File: src/rtl/mem_pkg.sv
// Shared load/store definitions: size encodings, FSM state set and the
// lane extract/merge helpers used by the syncram initiator.
package mem_pkg;

    localparam logic [1:0] SZ_BYTE    = 2'b00;
    localparam logic [1:0] SZ_HALF    = 2'b01;
    localparam logic [1:0] SZ_WORD    = 2'b10;
    localparam logic [1:0] SZ_ILLEGAL = 2'b11;

    typedef enum logic [2:0] {
        ST_IDLE,
        ST_READ,
        ST_WAIT,
        ST_WRITE,
        ST_RESP
    } state_t;

    function automatic logic access_err(input logic [1:0] addr_lo, input logic [1:0] size);
        return (size == SZ_ILLEGAL) ||
               ((size == SZ_HALF) && addr_lo[0]) ||
               ((size == SZ_WORD) && (addr_lo != 2'b00));
    endfunction

    function automatic logic [31:0] lane_extract(input logic [31:0] word,
                                                 input logic [1:0]  addr_lo,
                                                 input logic [1:0]  size,
                                                 input logic        is_unsigned);
        logic [7:0]  b;
        logic [15:0] h;
        b = word[8*addr_lo +: 8];
        h = addr_lo[1] ? word[31:16] : word[15:0];
        case (size)
            SZ_BYTE: return {{24{b[7] & ~is_unsigned}}, b};
            SZ_HALF: return {{16{h[15] & ~is_unsigned}}, h};
            SZ_WORD: return word;
            default: return '0;
        endcase
    endfunction

    function automatic logic [31:0] lane_merge(input logic [31:0] word,
                                               input logic [31:0] wdata,
                                               input logic [1:0]  addr_lo,
                                               input logic [1:0]  size);
        logic [31:0] r;
        r = word;
        case (size)
            SZ_BYTE: r[8*addr_lo +: 8] = wdata[7:0];
            SZ_HALF: begin
                if (addr_lo[1]) r[31:16] = wdata[15:0];
                else            r[15:0]  = wdata[15:0];
            end
            SZ_WORD: r = wdata;
            default: r = word;
        endcase
        return r;
    endfunction

endpackage

File: src/rtl/syncram_initiator_if.sv
// Request/response handshake plus word-only syncram port of the initiator.
// slave = the initiator itself, master = CPU datapath and RAM side.
interface syncram_initiator_if;
    logic        req_valid;
    logic        req_ready;
    logic        req_we;
    logic [1:0]  req_size;
    logic        req_unsigned;
    logic [31:0] req_addr;
    logic [31:0] req_wdata;
    logic        resp_valid;
    logic        resp_ready;
    logic [31:0] resp_rdata;
    logic        resp_err;
    logic        mem_cs;
    logic        mem_oe;
    logic        mem_we;
    logic [31:0] mem_addr;
    logic [31:0] mem_din;
    logic [31:0] mem_dout;

    modport slave (
        input  req_valid, req_we, req_size, req_unsigned, req_addr, req_wdata,
               resp_ready, mem_dout,
        output req_ready, resp_valid, resp_rdata, resp_err,
               mem_cs, mem_oe, mem_we, mem_addr, mem_din
    );

    modport master (
        output req_valid, req_we, req_size, req_unsigned, req_addr, req_wdata,
               resp_ready, mem_dout,
        input  req_ready, resp_valid, resp_rdata, resp_err,
               mem_cs, mem_oe, mem_we, mem_addr, mem_din
    );
endinterface

File: src/rtl/syncram_initiator_lane.sv
// Combinational lane extract (loads) and merge (sub-word store RMW) wrapper.
module syncram_initiator_lane
    import mem_pkg::*;
(
    input  logic [31:0] word,
    input  logic [31:0] wdata,
    input  logic [1:0]  addr_lo,
    input  logic [1:0]  size,
    input  logic        is_unsigned,
    output logic [31:0] rdata,
    output logic [31:0] merged
);
    assign rdata  = lane_extract(word, addr_lo, size, is_unsigned);
    assign merged = lane_merge(word, wdata, addr_lo, size);
endmodule

File: src/rtl/syncram_initiator.sv
// Load/store initiator for a word-only syncram; sub-word stores are read-modify-write.
// Optional completion counters enabled by SYNCRAM_INITIATOR_STATS_EN.
//
// state    | meaning
// IDLE     | req_ready high, waiting for a request
// READ     | one-cycle mem_cs/mem_oe strobe
// WAIT     | counting down RD_LAT, capture mem_dout at count 1
// WRITE    | one-cycle mem_cs/mem_we strobe
// RESP     | resp_valid held until resp_ready
module syncram_initiator
    import mem_pkg::*;
#(
    parameter int unsigned RD_LAT    = 1,
    parameter logic [31:0] BASE_MASK = 32'hFFFF_FFFC
) (
    input  logic              clk,
    input  logic              rst,
    syncram_initiator_if.slave bus,
    output logic              busy,
    output logic [31:0]       stat_loads,
    output logic [31:0]       stat_stores,
    output logic [31:0]       stat_errs
);
    state_t      state;
    logic [3:0]  cnt;
    logic        cap_we;
    logic [1:0]  cap_size;
    logic        cap_uns;
    logic [1:0]  cap_addr_lo;
    logic [31:0] cap_wdata;
    logic [31:0] lane_rdata;
    logic [31:0] lane_merged;

    // Lanes are taken straight from mem_dout on the capture edge so the
    // write data and load result register in the same cycle the word arrives.
    syncram_initiator_lane u_lane (
        .word        (bus.mem_dout),
        .wdata       (cap_wdata),
        .addr_lo     (cap_addr_lo),
        .size        (cap_size),
        .is_unsigned (cap_uns),
        .rdata       (lane_rdata),
        .merged      (lane_merged)
    );

    assign busy = (state != ST_IDLE);

    always_ff @(posedge clk or posedge rst) begin
        if (rst) begin
            state          <= ST_IDLE;
            cnt            <= '0;
            cap_we         <= 1'b0;
            cap_size       <= '0;
            cap_uns        <= 1'b0;
            cap_addr_lo    <= '0;
            cap_wdata      <= '0;
            bus.req_ready  <= 1'b1;
            bus.resp_valid <= 1'b0;
            bus.resp_rdata <= '0;
            bus.resp_err   <= 1'b0;
            bus.mem_cs     <= 1'b0;
            bus.mem_oe     <= 1'b0;
            bus.mem_we     <= 1'b0;
            bus.mem_addr   <= '0;
            bus.mem_din    <= '0;
        end else begin
            case (state)
                ST_IDLE: begin
                    if (bus.req_valid && bus.req_ready) begin
                        cap_we        <= bus.req_we;
                        cap_size      <= bus.req_size;
                        cap_uns       <= bus.req_unsigned;
                        cap_addr_lo   <= bus.req_addr[1:0];
                        cap_wdata     <= bus.req_wdata;
                        bus.mem_addr  <= bus.req_addr & BASE_MASK;
                        bus.req_ready <= 1'b0;
                        if (access_err(bus.req_addr[1:0], bus.req_size)) begin
                            state          <= ST_RESP;
                            bus.resp_valid <= 1'b1;
                            bus.resp_err   <= 1'b1;
                            bus.resp_rdata <= '0;
                        end else if (bus.req_we && (bus.req_size == SZ_WORD)) begin
                            state       <= ST_WRITE;
                            bus.mem_cs  <= 1'b1;
                            bus.mem_we  <= 1'b1;
                            bus.mem_din <= bus.req_wdata;
                        end else begin
                            state      <= ST_READ;
                            bus.mem_cs <= 1'b1;
                            bus.mem_oe <= 1'b1;
                        end
                    end
                end
                ST_READ: begin
                    bus.mem_cs <= 1'b0;
                    bus.mem_oe <= 1'b0;
                    cnt        <= 4'(RD_LAT);
                    state      <= ST_WAIT;
                end
                ST_WAIT: begin
                    cnt <= cnt - 4'd1;
                    if (cnt == 4'd1) begin
                        if (cap_we) begin
                            state       <= ST_WRITE;
                            bus.mem_cs  <= 1'b1;
                            bus.mem_we  <= 1'b1;
                            bus.mem_din <= lane_merged;
                        end else begin
                            state          <= ST_RESP;
                            bus.resp_valid <= 1'b1;
                            bus.resp_err   <= 1'b0;
                            bus.resp_rdata <= lane_rdata;
                        end
                    end
                end
                ST_WRITE: begin
                    bus.mem_cs     <= 1'b0;
                    bus.mem_we     <= 1'b0;
                    state          <= ST_RESP;
                    bus.resp_valid <= 1'b1;
                    bus.resp_err   <= 1'b0;
                    bus.resp_rdata <= '0;
                end
                ST_RESP: begin
                    if (bus.resp_ready) begin
                        state          <= ST_IDLE;
                        bus.resp_valid <= 1'b0;
                        bus.resp_err   <= 1'b0;
                        bus.resp_rdata <= '0;
                        bus.req_ready  <= 1'b1;
                    end
                end
                default: state <= ST_IDLE;
            endcase
        end
    end

`ifdef SYNCRAM_INITIATOR_STATS_EN
    always_ff @(posedge clk or posedge rst) begin
        if (rst) begin
            stat_loads  <= '0;
            stat_stores <= '0;
            stat_errs   <= '0;
        end else if (bus.resp_valid && bus.resp_ready) begin
            if (bus.resp_err)  stat_errs   <= stat_errs + 32'd1;
            else if (cap_we)   stat_stores <= stat_stores + 32'd1;
            else               stat_loads  <= stat_loads + 32'd1;
        end
    end
`else
    assign stat_loads  = '0;
    assign stat_stores = '0;
    assign stat_errs   = '0;
`endif

endmodule

File: src/flat_wrapper.sv
// flat-port wrapper written by rule: the top's interface ports become plain ports
module syncram_initiator_flat import mem_pkg::*;
#(
    parameter int unsigned RD_LAT    = 1,
    parameter logic [31:0] BASE_MASK = 32'hFFFF_FFFC
)
  (clk, rst, busy, stat_loads, stat_stores, stat_errs, bus_req_valid, bus_req_we, bus_req_size, bus_req_unsigned, bus_req_addr, bus_req_wdata, bus_resp_ready, bus_mem_dout, bus_req_ready, bus_resp_valid, bus_resp_rdata, bus_resp_err, bus_mem_cs, bus_mem_oe, bus_mem_we, bus_mem_addr, bus_mem_din);
  syncram_initiator_if bus_i ();
  input  logic clk;
  input  logic rst;
  output logic busy;
  output logic [31:0] stat_loads;
  output logic [31:0] stat_stores;
  output logic [31:0] stat_errs;
  input wire logic [$bits(bus_i.req_valid)-1:0] bus_req_valid;
  input wire logic [$bits(bus_i.req_we)-1:0] bus_req_we;
  input wire logic [$bits(bus_i.req_size)-1:0] bus_req_size;
  input wire logic [$bits(bus_i.req_unsigned)-1:0] bus_req_unsigned;
  input wire logic [$bits(bus_i.req_addr)-1:0] bus_req_addr;
  input wire logic [$bits(bus_i.req_wdata)-1:0] bus_req_wdata;
  input wire logic [$bits(bus_i.resp_ready)-1:0] bus_resp_ready;
  input wire logic [$bits(bus_i.mem_dout)-1:0] bus_mem_dout;
  output wire logic [$bits(bus_i.req_ready)-1:0] bus_req_ready;
  output wire logic [$bits(bus_i.resp_valid)-1:0] bus_resp_valid;
  output wire logic [$bits(bus_i.resp_rdata)-1:0] bus_resp_rdata;
  output wire logic [$bits(bus_i.resp_err)-1:0] bus_resp_err;
  output wire logic [$bits(bus_i.mem_cs)-1:0] bus_mem_cs;
  output wire logic [$bits(bus_i.mem_oe)-1:0] bus_mem_oe;
  output wire logic [$bits(bus_i.mem_we)-1:0] bus_mem_we;
  output wire logic [$bits(bus_i.mem_addr)-1:0] bus_mem_addr;
  output wire logic [$bits(bus_i.mem_din)-1:0] bus_mem_din;
  assign bus_i.req_valid = bus_req_valid;
  assign bus_i.req_we = bus_req_we;
  assign bus_i.req_size = bus_req_size;
  assign bus_i.req_unsigned = bus_req_unsigned;
  assign bus_i.req_addr = bus_req_addr;
  assign bus_i.req_wdata = bus_req_wdata;
  assign bus_i.resp_ready = bus_resp_ready;
  assign bus_i.mem_dout = bus_mem_dout;
  assign bus_req_ready = bus_i.req_ready;
  assign bus_resp_valid = bus_i.resp_valid;
  assign bus_resp_rdata = bus_i.resp_rdata;
  assign bus_resp_err = bus_i.resp_err;
  assign bus_mem_cs = bus_i.mem_cs;
  assign bus_mem_oe = bus_i.mem_oe;
  assign bus_mem_we = bus_i.mem_we;
  assign bus_mem_addr = bus_i.mem_addr;
  assign bus_mem_din = bus_i.mem_din;
  syncram_initiator #(.RD_LAT(RD_LAT), .BASE_MASK(BASE_MASK)) u_core (.clk(clk), .rst(rst), .bus(bus_i), .busy(busy), .stat_loads(stat_loads), .stat_stores(stat_stores), .stat_errs(stat_errs));
endmodule
File: config.mk
export PLATFORM = sky130hd
export DESIGN_NAME = syncram_initiator_flat
export DESIGN_NICKNAME = d
export VERILOG_FILES = /design/src/rtl/mem_pkg.sv /design/src/rtl/syncram_initiator_if.sv /design/src/rtl/syncram_initiator_lane.sv /design/src/rtl/syncram_initiator.sv /design/src/flat_wrapper.sv
export SDC_FILE = /design/constraint.sdc
export NUM_CORES = 1
export LEC_CHECK = 0
export ABC_AREA = 1
export CAP_MARGIN = 20
export CORE_MARGIN = 1
export CORE_UTILIZATION = 50
export CTS_CLUSTER_DIAMETER = 30
export DETAILED_ROUTE_END_ITERATION = 10
export DONT_BUFFER_PORTS = 1
export PLACE_DENSITY = 0.75
export SYNTH_ARGS = -nofsm -noshare
export SYNTH_HDL_FRONTEND = slang
export SYNTH_SLANG_ARGS = --single-unit
File: constraint.sdc
create_clock -name clk -period 9.8 [get_ports clk]
set_clock_uncertainty 0.1 [all_clocks]
set_input_delay 0.98 -clock clk [delete_from_list [all_inputs] [get_ports clk]]
set_output_delay 0.98 -clock clk [all_outputs]
set_load 0.01 [all_outputs]
==> results.sh, run 1 <==
export IMPL_status="finished clean"
export IMPL_ctsResizeCount=0
export IMPL_hpwlAfterDp_microns=18710
export IMPL_io_pins=303
export IMPL_ctsHoldBuffers=0
export IMPL_irDropWorstVdd_mv=0.2549
export IMPL_start_util_pct=51.01
export IMPL_h_tree_depth=4
export IMPL_layout_drive_gt1_share_pct=9.812
export IMPL_vias=7871
export IMPL_setup_viol=0
export IMPL_rows=49
export IMPL_ys_types=38
export IMPL_grt_max_degree=92
export IMPL_grt_use_total_pct=27.99
export IMPL_crit_arrival_ps=3220
export IMPL_dpl_cell_count=1420
export IMPL_wl_microns=26120
export IMPL_synth_seq_cells=145
export IMPL_root_buffer="clkbuf_16"
export IMPL_maxSlewHeadroom_pct=28.78
export IMPL_leakagePower_nw=5.014
export IMPL_maxSlewViolCount=0
export IMPL_critical_path_endpoint_type="flip-flop"
export IMPL_instances_no_fill=1452
export IMPL_drt_iter0_drc=770
export IMPL_max_cap_violations=0
export IMPL_cts_num_sinks=145
export IMPL_fin_setup_tns_ps=0
export IMPL_die_x_microns=137.4
export IMPL_synth_area_per_cell_sq_um=7.401
export IMPL_wl_per_cell_microns=17.99
export IMPL_grt_pass1_vias=7320
export IMPL_powerDensity_mw_per_mm2=365.2
export IMPL_grt_first_pass_wirelength_microns=39450
export IMPL_diodes=0
export IMPL_r2r_start="u_core.state[2]"
export IMPL_syn_inst=1238
export IMPL_first_pass_iters=5
export IMPL_fp_dieH_microns=137.4
export IMPL_syn_to_final_growth_pct=3.059
export IMPL_total_power_mw=3.449
export IMPL_worstHoldPathType="flip-flop to flip-flop"
export IMPL_tightest_slew_ps=1068
export IMPL_finalHoldViolCount=0
export IMPL_path_class="flip-flop to flip-flop"
export IMPL_nets=1321
export IMPL_cp_required_ps=9990
export IMPL_finalCritPeriodShare_pct=30.94
export IMPL_min_from="u_core.cap_wdata[28]"
export IMPL_gp_congestion=0.9119
export IMPL_port_buffers=0
export IMPL_max_freq_mhz=329.8
export IMPL_whs_ps=386.6
export IMPL_drt_vias_per_instance=5.421
export IMPL_antenna_found_initial=0
export IMPL_ant_nets=0
export IMPL_cts_max_path_buffers=2
export IMPL_utilization_pct=52.57
export IMPL_synth_seq_area_share_pct=39.61
export IMPL_postCtsSetupRepairBufs=0
export IMPL_ys_warn_count=0
export IMPL_cts_tree="built"
export IMPL_die_area_sq_mm=0.01887
export IMPL_path_max_fanout=45
export IMPL_min_period_ps=3032
export IMPL_start_kind="flip-flop"
export IMPL_syn_area_sq_mm=0.009163
export IMPL_cts_buffers=17
export IMPL_cp_startpoint="u_core.state[2]"
export IMPL_grt_overflow_total=0
export IMPL_drc=0
export IMPL_path_clk_slew_ps=70
export IMPL_rsz0062_at_grt="false"
export IMPL_clock_latency_ps=440
export IMPL_core_area_sq_mm=0.01796
metal layers:
layer	routed length (microns)	track usage, %
met1	10340	35.27
met2	12140	45.01
met3	2959	9.124
met4	673	9.585
met5	0	0
worst paths after layout:
kind                                                  end  slack [ps]  cells after the start
worst max-delay path            u_core.bus.resp_rdata[29]        6770                      8
worst min-delay path                 u_core.cap_wdata[28]         390                      2
worst max register to register  u_core.bus.resp_rdata[29]        6770                      8
worst min register to register       u_core.cap_wdata[28]         390                      2
max in group asynchronous             u_core.bus.resp_err        7870                      2
min in group asynchronous           u_core.bus.mem_din[3]         470                      1
through the flow:
step           cell area, sq um  worst slack [ps]
6_report                   9443              6768
5_1_grt                    9443              6565
4_1_cts                    9443              6785
3_5_place_dp               8847              6820
3_3_place_gp               8847              6938
2_1_floorplan              9527              4827
kinds of logic (layout without fill, tap and decap cells):
family	count (synthesis)	count (layout)	share of synthesized area [%]
adder cells (fa/ha/maj)	7	7	0.9558
AO/OA/AOI/OAI	184	184	10.69
XOR/XNOR	2	2	0.1912
flip-flops	145	145	39.62
other	1	98	0.04093
AND/OR/NAND/NOR	597	597	27.31
multiplexers	46	46	5.653
buffers and inverters	256	144	15.54
cells in the final DEF, fill, tap and decap left out, types with 2 or more instances in the layout:
master,count
o21ai_2,12
nand3_1,81
nand2_4,3
and2_0,3
o21ai_1,15
nand2_1,377
mux2_1,10
o21ai_0,76
dfrtp_1,144
nor2_2,3
buf_4,6
nand4_1,7
inv_1,95
inv_6,7
inv_2,5
inv_4,2
nor3b_1,4
bufinv_16,2
nand2_2,14
conb_1,98
o22ai_1,7
clkinvlp_4,4
a21oi_1,72
clkinv_1,3
ha_1,7
nand3_4,2
nor2_1,99
mux2_2,36
clkbuf_16,17
inv_8,2
power breakdown:
group / switching [mW] / internal, mW / total, mW / leakage (nW)
Combinational: 1.11 / 0.512 / 1.62 / 2.94
Clock: 0.283 / 0.382 / 0.665 / 0.282
Sequential: 0.288 / 0.872 / 1.16 / 1.79
Total: 1.68 / 1.77 / 3.45 / 5.01
area by class of cell:
| type | count | area (sq um) |
|---|---|---|
| Sequential cell | 145 | 3630 |
| Inverter | 106 | 407.9 |
| Clock inverter | 15 | 170.2 |
| Multi-Input combinational cell | 934 | 4478 |
| Tap cell | 229 | 286.5 |
| Fill cell | 1757 | 8521 |
| Clock buffer | 17 | 425.4 |
| Timing Repair Buffer | 6 | 45.04 |
synth_stat cells, drive strengths merged:
master,count,share of area (%)
nand2,394,17
o211ai,1,0.082
nand4,7,0.48
o22ai,7,0.48
dfstp,1,0.29
clkinv,3,0.12
xnor2,1,0.096
o21ai,103,6.1
dfrtp,144,39
and2,4,0.27
nor2,104,4.6
nand3,84,4.9
a22oi,1,0.082
conb,1,0.041
a21oi,72,3.9
clkbuf,14,0.57
inv,103,4.3
buf,136,11
mux2,46,5.7
xor2,1,0.096
nor3b,4,0.33
ha,7,0.96
worst max-delay path, stage by stage (launching register included):
cell,delay [ps]
dfrtp_1,430
inv_2,140
nand3_4,470
inv_2,690
nand2_2,170
nand3_4,150
nor2_4,90
nand2_2,430
o21ai_0,200
flip-flops by register name, summed over array words and instances, names as in the netlist, 2 cells and up:
name,flops
u_core.cap_wdata,32
u_core.cap_addr_lo,2
u_core.bus.mem_addr,30
u_core.bus.mem_din,32
u_core.cnt,4
u_core.state,3
u_core.bus.resp_rdata,32
u_core.cap_size,2
No activity file was read; power rests on OpenSTA's default activity.
==> inputs of run 2 (changes only) <==
- ABC_AREA: 1 -> 0
- clock period: 9.8 -> 3.2 ns (I/O delays scaled with it)
==> results.sh, run 2 <==
export IMPL_status="finished clean"
export IMPL_maxSlewViolCount=0
export IMPL_min_period_ps=2760
export IMPL_grt_pass1_vias=7191
export IMPL_path_class="flip-flop to flip-flop"
export IMPL_syn_area_sq_mm=0.009110
export IMPL_r2r_cells=6
export IMPL_irDropWorstVdd_mv=0.6449
export IMPL_final_area_sq_mm=0.01021
export IMPL_io_pins=303
export IMPL_grt_use_total_pct=29.95
export IMPL_finalHoldViolCount=0
export IMPL_synth_area_leader_cell="dfrtp_1"
export IMPL_p_clk_share_pct=19.3
export IMPL_ctsHoldBuffers=71
export IMPL_nets=1084
export IMPL_setup_viol=0
export IMPL_powerDensity_mw_per_mm2=999.8
export IMPL_hpwlAfterDp_microns=19190
export IMPL_finalCritPeriodShare_pct=86.24
export IMPL_ctsResizeCount=0
export IMPL_drc=0
export IMPL_layout_drive_gt1_share_pct=17.55
export IMPL_ys_types=70
export IMPL_start_kind="flip-flop"
export IMPL_gp_congestion=0.9294
export IMPL_grt_max_degree=82
export IMPL_crit_path_top_delay_cell="a21oi_1"
export IMPL_root_buffer="clkbuf_16"
export IMPL_path_max_fanout=12
export IMPL_drt_vias_per_instance=6.177
export IMPL_fp_dieH_microns=137.0
export IMPL_rsz0062_at_grt="false"
export IMPL_synth_area_per_cell_sq_um=9.785
export IMPL_diodes=0
export IMPL_min_path_cells=2
export IMPL_wl_microns=27560
export IMPL_cpPeakStageDelay_ps=670
export IMPL_drt_iter0_drc=697
export IMPL_grt_first_pass_wirelength_microns=41970
export IMPL_rows=48
export IMPL_die_area_sq_mm=0.01876
export IMPL_leakagePower_nw=4.351
export IMPL_tightest_slew_ps=895.7
export IMPL_cp_required_ps=3440
export IMPL_syn_to_final_growth_pct=12.05
export IMPL_cts_max_path_buffers=2
export IMPL_vias=7480
export IMPL_maxSlewHeadroom_pct=39.83
export IMPL_ant_nets=0
export IMPL_post_synth_top_count_cell="dfrtp_1"
export IMPL_netSwitchingFraction_pct=44.27
export IMPL_h_tree_depth=4
export IMPL_core_area_sq_mm=0.01754
export IMPL_die_x_microns=137.0
export IMPL_critPathTopFamily="compound AO/OA/AOI/OAI gates"
export IMPL_cp_cell_sequence="clkinv_1, ha_1, or3_1, a21oi_1, a22oi_1, a31oi_1"
export IMPL_grt_overflow_total=0
export IMPL_path_depth=6
export IMPL_path_clk_slew_ps=60
export IMPL_reg_top3="u_core.bus.mem_din x32, u_core.bus.resp_rdata x32, u_core.cap_wdata x32"
export IMPL_crit_arrival_ps=3000
export IMPL_cts_tree="built"
export IMPL_synth_flop_cell="dfrtp_1"
export IMPL_worstHoldPathType="input pin to flip-flop"
export IMPL_max_cap_violations=0
export IMPL_cts_buffers=17
export IMPL_synthArstFlopShare_pct=100.0
export IMPL_wl_per_cell_microns=22.76
export IMPL_final_common_cell="dfrtp_1"
export IMPL_cp_num_buf_inv=1
export IMPL_port_buffers=0
export IMPL_antenna_found_initial=1
export IMPL_placed_cell_area_sq_mm=0.008925
export IMPL_synth_common_cells="dfrtp_1, buf_4, mux2_2"
export IMPL_start_util_pct=51.95
export IMPL_pwr_share_comb_pct=43.7
export IMPL_ys_warn_count=0
export IMPL_synth_edff_count=0
export IMPL_layout_common_cells="dfrtp_1, conb_1, mux2_2, dlygate4sd3_1"
export IMPL_synth_seq_area_share_pct=39.84
export IMPL_cts_num_sinks=145
export IMPL_synth_seq_cells=145
export IMPL_critical_path_endpoint_type="flip-flop"
export IMPL_syn_inst=931
export IMPL_p_int_mw=5.688
export IMPL_ys_top_cells_by_area="dfrtp_1, mux2_2, buf_4"
export IMPL_max_freq_mhz=362.3
export IMPL_clock_latency_ps=430
export IMPL_fin_setup_tns_ps=0
export IMPL_power_switching_mw=4.517
export IMPL_seqPwrFrac_pct=37.0
export IMPL_first_pass_iters=5
export IMPL_postCtsSetupRepairBufs=0
export IMPL_netlist_area_leader_share_pct=39.56
## run 2: cell count changes after synthesis, moves of 31 or more
| cell | change |
|---|---|
| nand3_1 | -50 |
| nor2_1 | -72 |
| inv_1 | -77 |
| a22o_1 | +32 |
| o21ai_0 | -32 |
| a31oi_1 | +55 |
| a22oi_1 | +31 |
| mux2_2 | +51 |
| nand2_1 | -326 |
## run 2: kinds of logic after synthesis
kind of cell,after synthesis,synth area share [%]
compound gates,283,21.84
other cells,1,0.04116
fa+ha+maj,7,0.9614
buf+inv,193,12.70
mux,103,12.87
simple gates,199,11.74
flops,145,39.84
## run 2: worst paths after layout
check	slack, ps	endpoint	start
min in group asynchronous	300	u_core.bus.mem_addr[20]	rst
worst max register to register	440	u_core.bus.mem_din[2]	u_core.cap_addr_lo[1]
worst max-delay path	440	u_core.bus.mem_din[2]	u_core.cap_addr_lo[1]
worst min-delay path	20	u_core.bus.mem_din[30]	bus_req_wdata[30]
worst min register to register	410	u_core.cap_wdata[23]	u_core.cap_wdata[23]
max in group asynchronous	1750	u_core.bus.resp_rdata[26]	rst
## run 2: cell type report
cell class / instances / area [sq um]
flip-flops and latches: 145 / 3630
multi-input cells: 690 / 4695
inverters: 22 / 86.33
repair buffers: 97 / 943.4
fillers: 1549 / 7330
clock buffers: 19 / 432.9
well taps: 225 / 281.5
clock inverters: 13 / 138.9
## run 2: power by group through the flow
stage | sequential [mW] | combinational [mW] | clock (mW)
detailed placement | 3.78 | 4.29 | 0
finish | 3.78 | 4.46 | 1.96
floorplan | 3.35 | 3.73 | 0
global placement | 3.76 | 4.21 | 0
global route | 3.88 | 4.88 | 2.06
CTS | 3.76 | 4.38 | 1.97
## run 2: layer usage
| metal | share of wire, % | GRT usage [%] | vias to the layer above |
|---|---|---|---|
| met5 | 0 | 0 | - |
| met4 | 3.5 | 12.88 | 0 |
| met3 | 11 | 10.89 | 63 |
| met2 | 45 | 44.25 | 437 |
| met1 | 40 | 39.24 | 3657 |
| li1 | - | - | 3323 |
## run 2: per-stage QoR
stage | util (%) | std cells | worst slack, ps | power (mW) | hold WS [ps]
floorplan | - | 1028 | 425.3 | 7.074 | 336.8
global placement | 50.89 | 1108 | 650.2 | 7.979 | 133.0
detailed placement | 50.89 | 1108 | 585.8 | 8.067 | 145.4
CTS | 58.20 | 1211 | 533.0 | 10.11 | 19.54
global route | 58.20 | 1211 | 273.8 | 10.82 | 16.44
finish | 58.20 | 1211 | 440.2 | 10.20 | 21.48
==> inputs of run 3 (changes only) <==
- CTS_BUF_LIST: not set -> sky130_fd_sc_hd__clkbuf_8
- PLACE_DENSITY: 0.75 -> not set
==> results.sh, run 3 (synthesis gave the netlist of run 2 again) <==
export IMPL_fin_setup_tns_ps=0
export IMPL_finalHoldViolCount=0
export IMPL_diodes=0
export IMPL_fp_dieH_microns=137.0
export IMPL_die_x_microns=137.0
export IMPL_h_tree_depth=4
export IMPL_cts_buffers=17
export IMPL_path_max_fanout=12
export IMPL_irDropWorstVdd_mv=0.7766
export IMPL_cp_num_buf_inv=2
export IMPL_layout_drive_gt1_share_pct=17.71
export IMPL_vias=7631
export IMPL_ant_nets=0
export IMPL_core_area_sq_mm=0.01754
export IMPL_cp_cell_sequence="inv_1, ha_1, buf_4, or3_1, a21oi_1, a22oi_1, a31oi_1"
export IMPL_nets=1103
export IMPL_port_buffers=0
export IMPL_max_cap_violations=0
export IMPL_min_period_ps=2681
export IMPL_grt_use_total_pct=31.85
export IMPL_cp_required_ps=3480
export IMPL_grtUsageMet2_pct=50.53
export IMPL_final_common_cell="dfrtp_1"
export IMPL_reg_top3="u_core.bus.mem_din x32, u_core.bus.resp_rdata x32, u_core.cap_wdata x32"
export IMPL_grt_pass1_vias=7576
export IMPL_grt_overflow_total=0
export IMPL_crit_arrival_ps=2960
export IMPL_drt_iter0_drc=629
export IMPL_drt_vias_per_instance=6.204
export IMPL_cts_max_path_buffers=2
export IMPL_syn_to_final_growth_pct=12.58
export IMPL_leakagePower_nw=4.390
export IMPL_grt_first_pass_wirelength_microns=44260
export IMPL_gp_congestion=0.8871
export IMPL_met1_usage_pct=41.40
export IMPL_cts_num_sinks=145
export IMPL_max_freq_mhz=373.1
export IMPL_dpl_cell_count=1111
export IMPL_hpwlAfterDp_microns=19930
export IMPL_met3_usage_pct=8.926
export IMPL_crit_path_top_delay_cell="a21oi_1"
export IMPL_drc=0
export IMPL_finalCritPeriodShare_pct=83.77
export IMPL_postCtsSetupRepairBufs=0
export IMPL_worstHoldPathType="input pin to flip-flop"
export IMPL_critPathTopFamily="compound AO/OA/AOI/OAI gates"
export IMPL_status="finished clean"
export IMPL_io_pins=303
export IMPL_whs_ps=8.863
export IMPL_antenna_found_initial=0
export IMPL_cpPeakStageDelay_ps=670
export IMPL_top_usage_layer="met2"
export IMPL_cts_tree="built"
export IMPL_path_clk_slew_ps=90
export IMPL_grt_max_degree=146
export IMPL_instances_no_fill=1230
export IMPL_setup_viol=0
export IMPL_die_area_sq_mm=0.01876
export IMPL_first_pass_iters=5
export IMPL_clock_latency_ps=470
export IMPL_powerDensity_mw_per_mm2=980.8
export IMPL_rows=48
export IMPL_rsz0062_at_grt="false"
export IMPL_start_util_pct=51.95
export IMPL_maxSlewHeadroom_pct=41.14
export IMPL_root_buffer="clkbuf_8"
export IMPL_start_kind="flip-flop"
export IMPL_layout_common_cells="dfrtp_1, conb_1, mux2_2, dlygate4sd3_1"
export IMPL_maxSlewViolCount=0
export IMPL_critical_path_endpoint_type="flip-flop"
export IMPL_wl_microns=29410
export IMPL_path_class="flip-flop to flip-flop"
export IMPL_tightest_slew_ps=881.0
export IMPL_wl_per_cell_microns=23.91
-- run 3: through the flow --
| step | util, % | area, sq um | total power, mW | setup slack (ps) |
|---|---|---|---|---|
| floorplan | - | 9478 | 7.074 | 425.3 |
| global placement | 50.95 | 8935 | 8.123 | 593.1 |
| detailed placement | 50.95 | 8935 | 8.214 | 605.1 |
| CTS | 58.48 | 10260 | 9.996 | 553.2 |
| global route | 58.48 | 10260 | 10.66 | 356.0 |
| finish | 58.48 | 10260 | 10.06 | 519.4 |
-- run 3: layout make-up --
class                   instances  area, sq um
inverters                      22        86.33
well taps                     225        281.5
clock inverters                14        202.7
repair buffers                116         1114
fillers                      1558         7281
multi-input cells             690         4695
flip-flops and latches        145         3630
clock buffers                  18        247.7
-- run 3: power by group --
| group | switching [mW] | leakage, nW | internal [mW] |
|---|---|---|---|
| Sequential | 1.13 | 1.80 | 2.64 |
| Combinational | 2.69 | 2.37 | 1.92 |
| Clock | 0.802 | 0.224 | 0.882 |
-- run 3: what timing repair did --
action	in CTS	in global routing
resized for setup	0	0
hold buffers	87	0
setup endpoints to repair	0	0
hold endpoints to repair	233	0
-- run 3: final timing paths --
check	start	end	slack, ps	depth (start not counted)
max reg2reg	u_core.cap_addr_lo[0]	u_core.bus.mem_din[2]	520	7
max	u_core.cap_addr_lo[0]	u_core.bus.mem_din[2]	520	7
max in group asynchronous	rst	u_core.bus.mem_din[16]	1900	3
min	bus_mem_dout[5]	u_core.bus.mem_din[5]	9	2
min reg2reg	u_core.cap_wdata[18]	u_core.cap_wdata[18]	410	1
min in group asynchronous	rst	u_core.bus.mem_addr[24]	400	3
-- run 3: metal layers --
metal  wire length, microns  vias up
li1                       -     3364
met1                  12200     3807
met2                  13830      408
met3                   2593       52
met4                    780        0
met5                      0        -
